`config.mk`:
```
export PLATFORM = sky130hd
export DESIGN_NAME = fetch_unit
export DESIGN_NICKNAME = d
export VERILOG_FILES = /design/src/rtl/fetch_unit.sv
export SDC_FILE = /design/constraint.sdc
export NUM_CORES = 1
export LEC_CHECK = 0
export ABC_CLOCK_PERIOD_IN_PS = 3800
export CAP_MARGIN = 20
export CELL_PAD_IN_SITES_DETAIL_PLACEMENT = 1
export CELL_PAD_IN_SITES_GLOBAL_PLACEMENT = 2
export CORE_ASPECT_RATIO = 0.8
export CORE_MARGIN = 8
export CORE_UTILIZATION = 28
export CTS_BUF_LIST = sky130_fd_sc_hd__clkbuf_8
export DETAILED_ROUTE_END_ITERATION = 7
export PLACE_DENSITY = 0.73
export SETUP_SLACK_MARGIN = 0.02
export SLEW_MARGIN = 10
export SYNTH_ARGS = -nofsm -noshare
export SYNTH_HDL_FRONTEND = slang
export SYNTH_SLANG_ARGS = --single-unit
```
`constraint.sdc`:
```
create_clock -name CLK -period 3.8 [get_ports CLK]
set_clock_uncertainty 0.05 [all_clocks]
set_input_delay 0.38 -clock CLK [delete_from_list [all_inputs] [get_ports CLK]]
set_output_delay 0.38 -clock CLK [all_outputs]
set_load 0.02 [all_outputs]
```
`src/rtl/fetch_unit.sv`:
```
// fetch_unit: instruction-fetch stage feeding the IF/ID register.
// Drives icache requests from the PC and buffers icache hits in a
// small circular queue so that fetching continues while decode stalls.
// Ports:
//   CLK, RST              clock, synchronous active-high reset
//   iREN, imemaddr        icache request and address (current PC)
//   ihit, imemload        icache hit flag and returned word
//   stall                 hold the queue head (IF/ID stall)
//   redirect, redirect_pc flush the queue and load a new PC
//   halt                  stop fetching; left only by reset
//   valid_out, instr_out  queue head to IF/ID (nop when empty)
//   pc_4_out              PC+4 of the head instruction
//   halted, fetch_count   halted flag, instructions popped since reset
module fetch_unit #(
   parameter logic [31:0] PC_INIT = 32'h0000_0000,
   parameter int          DEPTH   = 2
) (
   input  logic        CLK,
   input  logic        RST,
   output logic        iREN,
   output logic [31:0] imemaddr,
   input  logic        ihit,
   input  logic [31:0] imemload,
   input  logic        stall,
   input  logic        redirect,
   input  logic [31:0] redirect_pc,
   input  logic        halt,
   output logic        valid_out,
   output logic [31:0] instr_out,
   output logic [31:0] pc_4_out,
   output logic        halted,
   output logic [31:0] fetch_count
);

   localparam int AW = (DEPTH > 1) ? $clog2(DEPTH) : 1;
   localparam int CW = AW + 1;

   typedef enum logic {
      S_FETCH,
      S_HALTED
   } state_t;

   state_t          r_state;
   state_t          w_state_nxt;
   logic            w_fetching;
   logic            w_halt_go;

   logic [31:0]     r_pc;
   logic [31:0]     r_fetch_count;
   logic [AW-1:0]   r_head;
   logic [AW-1:0]   r_tail;
   logic [CW-1:0]   r_count;
   logic [31:0]     r_instr [DEPTH];
   logic [31:0]     r_pc4   [DEPTH];

   logic            w_ren;
   logic            w_push;
   logic            w_valid;
   logic            w_pop;
   logic [31:0]     w_pc_4;

   always_ff @(posedge CLK) begin
      if (RST) begin
         r_state <= S_FETCH;
      end else begin
         r_state <= w_state_nxt;
      end
   end

   // Redirect outranks halt: a halt seen alongside a redirect
   // belongs to a wrong-path instruction.
   always_comb begin
      w_state_nxt = r_state;
      w_fetching  = 1'b0;
      w_halt_go   = 1'b0;
      unique case (r_state)
         S_FETCH: begin
            w_fetching = 1'b1;
            if (halt && !redirect) begin
               w_state_nxt = S_HALTED;
               w_halt_go   = 1'b1;
            end
         end
         S_HALTED: begin
            w_state_nxt = S_HALTED;
         end
         default: begin
            w_state_nxt = S_FETCH;
         end
      endcase
   end

   assign w_pc_4  = r_pc + 32'd4;
   assign w_ren   = w_fetching && (r_count < CW'(DEPTH)) && !redirect;
   assign w_push  = w_ren && ihit;
   assign w_valid = (r_count != '0) && w_fetching;
   // A redirect flushes IF/ID, so the head is not consumed that cycle.
   assign w_pop   = w_valid && !stall && !redirect;

   always_ff @(posedge CLK) begin
      if (RST) begin
         r_pc          <= PC_INIT;
         r_head        <= '0;
         r_tail        <= '0;
         r_count       <= '0;
         r_fetch_count <= '0;
         for (int i = 0; i < DEPTH; i++) begin
            r_instr[i] <= '0;
            r_pc4[i]   <= '0;
         end
      end else if (redirect) begin
         r_pc    <= redirect_pc & ~32'h3;
         r_head  <= '0;
         r_tail  <= '0;
         r_count <= '0;
      end else begin
         if (w_push) begin
            r_instr[r_tail] <= imemload;
            r_pc4[r_tail]   <= w_pc_4;
            r_tail          <= r_tail + AW'(1);
            r_pc            <= w_pc_4;
         end
         if (w_pop) begin
            r_head        <= r_head + AW'(1);
            r_fetch_count <= r_fetch_count + 32'd1;
         end
         // Halting drops everything behind the halt instruction.
         if (w_halt_go) begin
            r_head  <= '0;
            r_tail  <= '0;
            r_count <= '0;
         end else if (w_push && !w_pop) begin
            r_count <= r_count + CW'(1);
         end else if (!w_push && w_pop) begin
            r_count <= r_count - CW'(1);
         end
      end
   end

   assign iREN        = w_ren;
   assign imemaddr    = r_pc;
   assign valid_out   = w_valid;
   assign instr_out   = w_valid ? r_instr[r_head] : 32'd0;
   assign pc_4_out    = w_valid ? r_pc4[r_head] : 32'd0;
   assign halted      = (r_state == S_HALTED);
   assign fetch_count = r_fetch_count;

endmodule

```
==> flow_summary_export.csv <==
group,metric,value,unit
synth,ys_types,47,
setup_path,path_class,"register to primary output",
synth,yosys.area.top_type,"edfxtp_1",
die,ios,201,
timing,period_needed,2.93,ns
synth,syn_inst,889,
clock_network,cts_made_buffers,17,
synth,syn_avg_cell_area,10.4,um2
global_route,grt_pass1_wl,44700,um
job,drv_cap,0,
placed_design,placed_area,11700,um2
route,wirelength,29200,um
setup_path,crit_arrival,2.50,ns
route,drc,0,
synth,synth_ff_type,"edfxtp_1",
clock_network,cts_tree,"yes",
setup_path,max_stage_delay,0.69,ns
synth,netlist.area_leader.share,0.402,
setup_path,cp.required,3.37,ns
route,viasPerCell,4.77,
global_route,grt_usage,0.148,
timing,hold_violations,0,
outcome,status,"completed",
die,start_util,0.285,
layout,finish.utilization,0.370,
power_and_ir_drop,p_leak,4.14,nW
synth,synth_warnings,0,
hold_path,hold_path.class,"input pin to register",
clock_network,cts_setup_buffers,0,
timing,worst_pin_slew,0.827,ns
die,die_x,219,um
synth,async_reset_ff_frac,0,
route,drtAntennaViolNets,0,
timing,fin_setup_tns,0,ns
timing,rsz0062_at_grt,"false",
clock_network,insertion_delay,0.47,ns
layout,nFillCells,3624,
timing,finalWorstSetupSlack,0.871,ns
global_route,grt_pass1_vias,7368,
synth,yosysSeqAreaShare,0.549,
route,drt_iter0_markers,314,
timing,report.final.slew_viol_count,0,
synth,ys_seq_elements,192,
layout,post_route_cells_drive_above_1_share,0.0665,
timing,max_freq,341,MHz
setup_path,worstPathCellList,"buf_12, mux2i_1, nor2_1, clkdlybuf4s50_1",
layout,nNetsFinal,1127,
placed_design,io_buffers,194,
setup_path,end_kind,"primary output",
placed_design,dp_hpwl,20700,um
setup_path,start_kind,"register",
clock_network,ctsResizeCount,0,
clock_network,htree_levels,4,
synth,synth_most_common_cell,"nor2_1",
placed_design,gp_congestion,0.742,
die,num_rows,59,
timing,slew_headroom,0.448,
clock_network,clkSinkCount,192,
synth,synth-edff-count,124,
route,wire_per_inst,19.6,um
timing,setup-violations-final,0,
clock_network,clk_pin_slew_worst_paths,0.11,ns
layout,areaGrowthSynthToFinish,30.1,%
power_and_ir_drop,max-vdd-ir-drop,0.185,mV
global_route,grt_max_degree,67,
placed_design,preCtsSetupSlack,1.03,ns
layout,fin_area,12100,um2
setup_path,critical_path_peak_fanout,37,
power_and_ir_drop,p_total,0.00423,W
die,fp.dieH,179,um
clock_network,cts_hold_buf,0,
timing,period_share,0.771,
clock_network,root_buffer,"clkbuf_8",
setup_path,slowest_stage,"dfxtp_4",
die,coreArea,32600,um2
synth,synthesis.area,9270,um2
clock_network,clockBufferDepth,2,
power_and_ir_drop,power.density,351,nW/um2
layout,num_antenna_cells,0,
die,dieArea,39200,um2
synth,synth_common_cells,"nor2_1 (181), edfxtp_1 (124), and3_1 (81)",
route,num_vias,7123,
synth,synth_area_leaders,"edfxtp_1 (40%), dfxtp_1 (15%), nor2_1 (7.3%)",
route,firstDrtPassIters,4,
global_route,overflow,0,
global_route,antenna_found_initial,0,
==> state kept, by name (all words and copies together) (netlist names), named ones only <==
signal       flops
halted           1
r_count          2
r_instr         64
imemaddr        30
r_head           1
r_pc4           60
fetch_count     32
r_tail           1
==> stage by stage <==
stage | std cells | hold WS [ns]
2_1_floorplan | 892 | 0.431
3_3_place_gp | 1462 | 0.453
3_5_place_dp | 1462 | 0.453
4_1_cts | 1494 | 0.379
5_1_grt | 1494 | 0.390
6_report | 1494 | 0.424
==> report_power, final <==
group / internal [W] / leakage [nW] / switching [W]
registers: 0.00231 / 1.85 / 0.0000669
logic: 0.000195 / 2.08 / 0.000255
clock network: 0.000648 / 0.204 / 0.000758
total: 0.00315 / 4.14 / 0.00108
==> logic make-up (layout without fill, tap and decap cells) <==
| logic type | after synthesis | count (layout) | synth area share |
|---|---|---|---|
| AOI/OAI and AO/OA | 56 | 56 | 0.0374 |
| xor gates and xnor gates | 77 | 77 | 0.0728 |
| adders and majority gates | 3 | 3 | 0.00405 |
| buffers and inverters | 77 | 252 | 0.0366 |
| DFF | 192 | 192 | 0.549 |
| muxes | 64 | 64 | 0.0691 |
| other | 1 | 4 | 0.000405 |
| and+or+nand+nor | 419 | 419 | 0.231 |
==> routing by layer <==
metal  GRT usage  vias to the layer above  wire length [um]
met5           0                        -                 0
met4      0.0305                        0               195
met3      0.0374                        9              1620
met2       0.227                      143             13100
met1       0.209                     3509             14300
li1            -                     3462                 -
==> worst max-delay path, delay by kind of cell (launching register included) <==
kind,cells,cell delay [ns]
multiplexers,1,0.35
flip-flops,1,0.69
buffers and inverters,2,0.90
AND/OR/NAND/NOR,1,0.08
==> area by class of cell <==
class	instances	area (um2)	area share
sequential	192	5090	0.422
multi-input combinational	623	3900	0.323
tap	427	534	0.0443
clock inverter	15	166	0.0138
inverter	9	33.8	0.00280
timing repair buffer	211	2100	0.174
clock buffer	17	234	0.0194
==> cells in the final DEF, fill, tap and decap left out, types with 3 or more instances in the layout <==
cell type,count
a211oi_1,13
a21oi_1,20
and2_1,3
and3_1,81
and4_1,8
buf_12,3
buf_4,14
bufinv_16,3
clkbuf_8,17
clkdlybuf4s50_1,193
conb_1,4
dfxtp_1,67
edfxtp_1,124
ha_1,3
inv_1,9
inv_6,3
mux2i_1,64
nand2_1,38
nand3_1,25
nand4_1,25
nor2_1,180
nor3_1,13
nor3_4,3
nor3b_1,3
nor4_1,14
o21ai_0,8
o21bai_4,3
o22ai_1,8
or2_2,3
or3_1,6
xnor2_1,37
xor2_1,40
==> final timing paths <==
| check | startpoint | slack, ns | endpoint | depth (start not counted) |
|---|---|---|---|---|
| min | redirect_pc[13] | 0.42 | imemaddr[13]$_SDFFE_PP0P_ | 3 |
| max | register | 0.87 | pc_4_out[11] | 4 |
| max reg2reg | imemaddr[2]$_SDFFE_PP0P_ | 1.16 | r_pc4[0][20]$_SDFFCE_PN0P_ | 6 |
| min reg2reg | fetch_count[1]$_SDFFE_PP0P_ | 0.48 | fetch_count[1]$_SDFFE_PP0P_ | 2 |
Note: power is estimated with default switching activity, not from simulation.
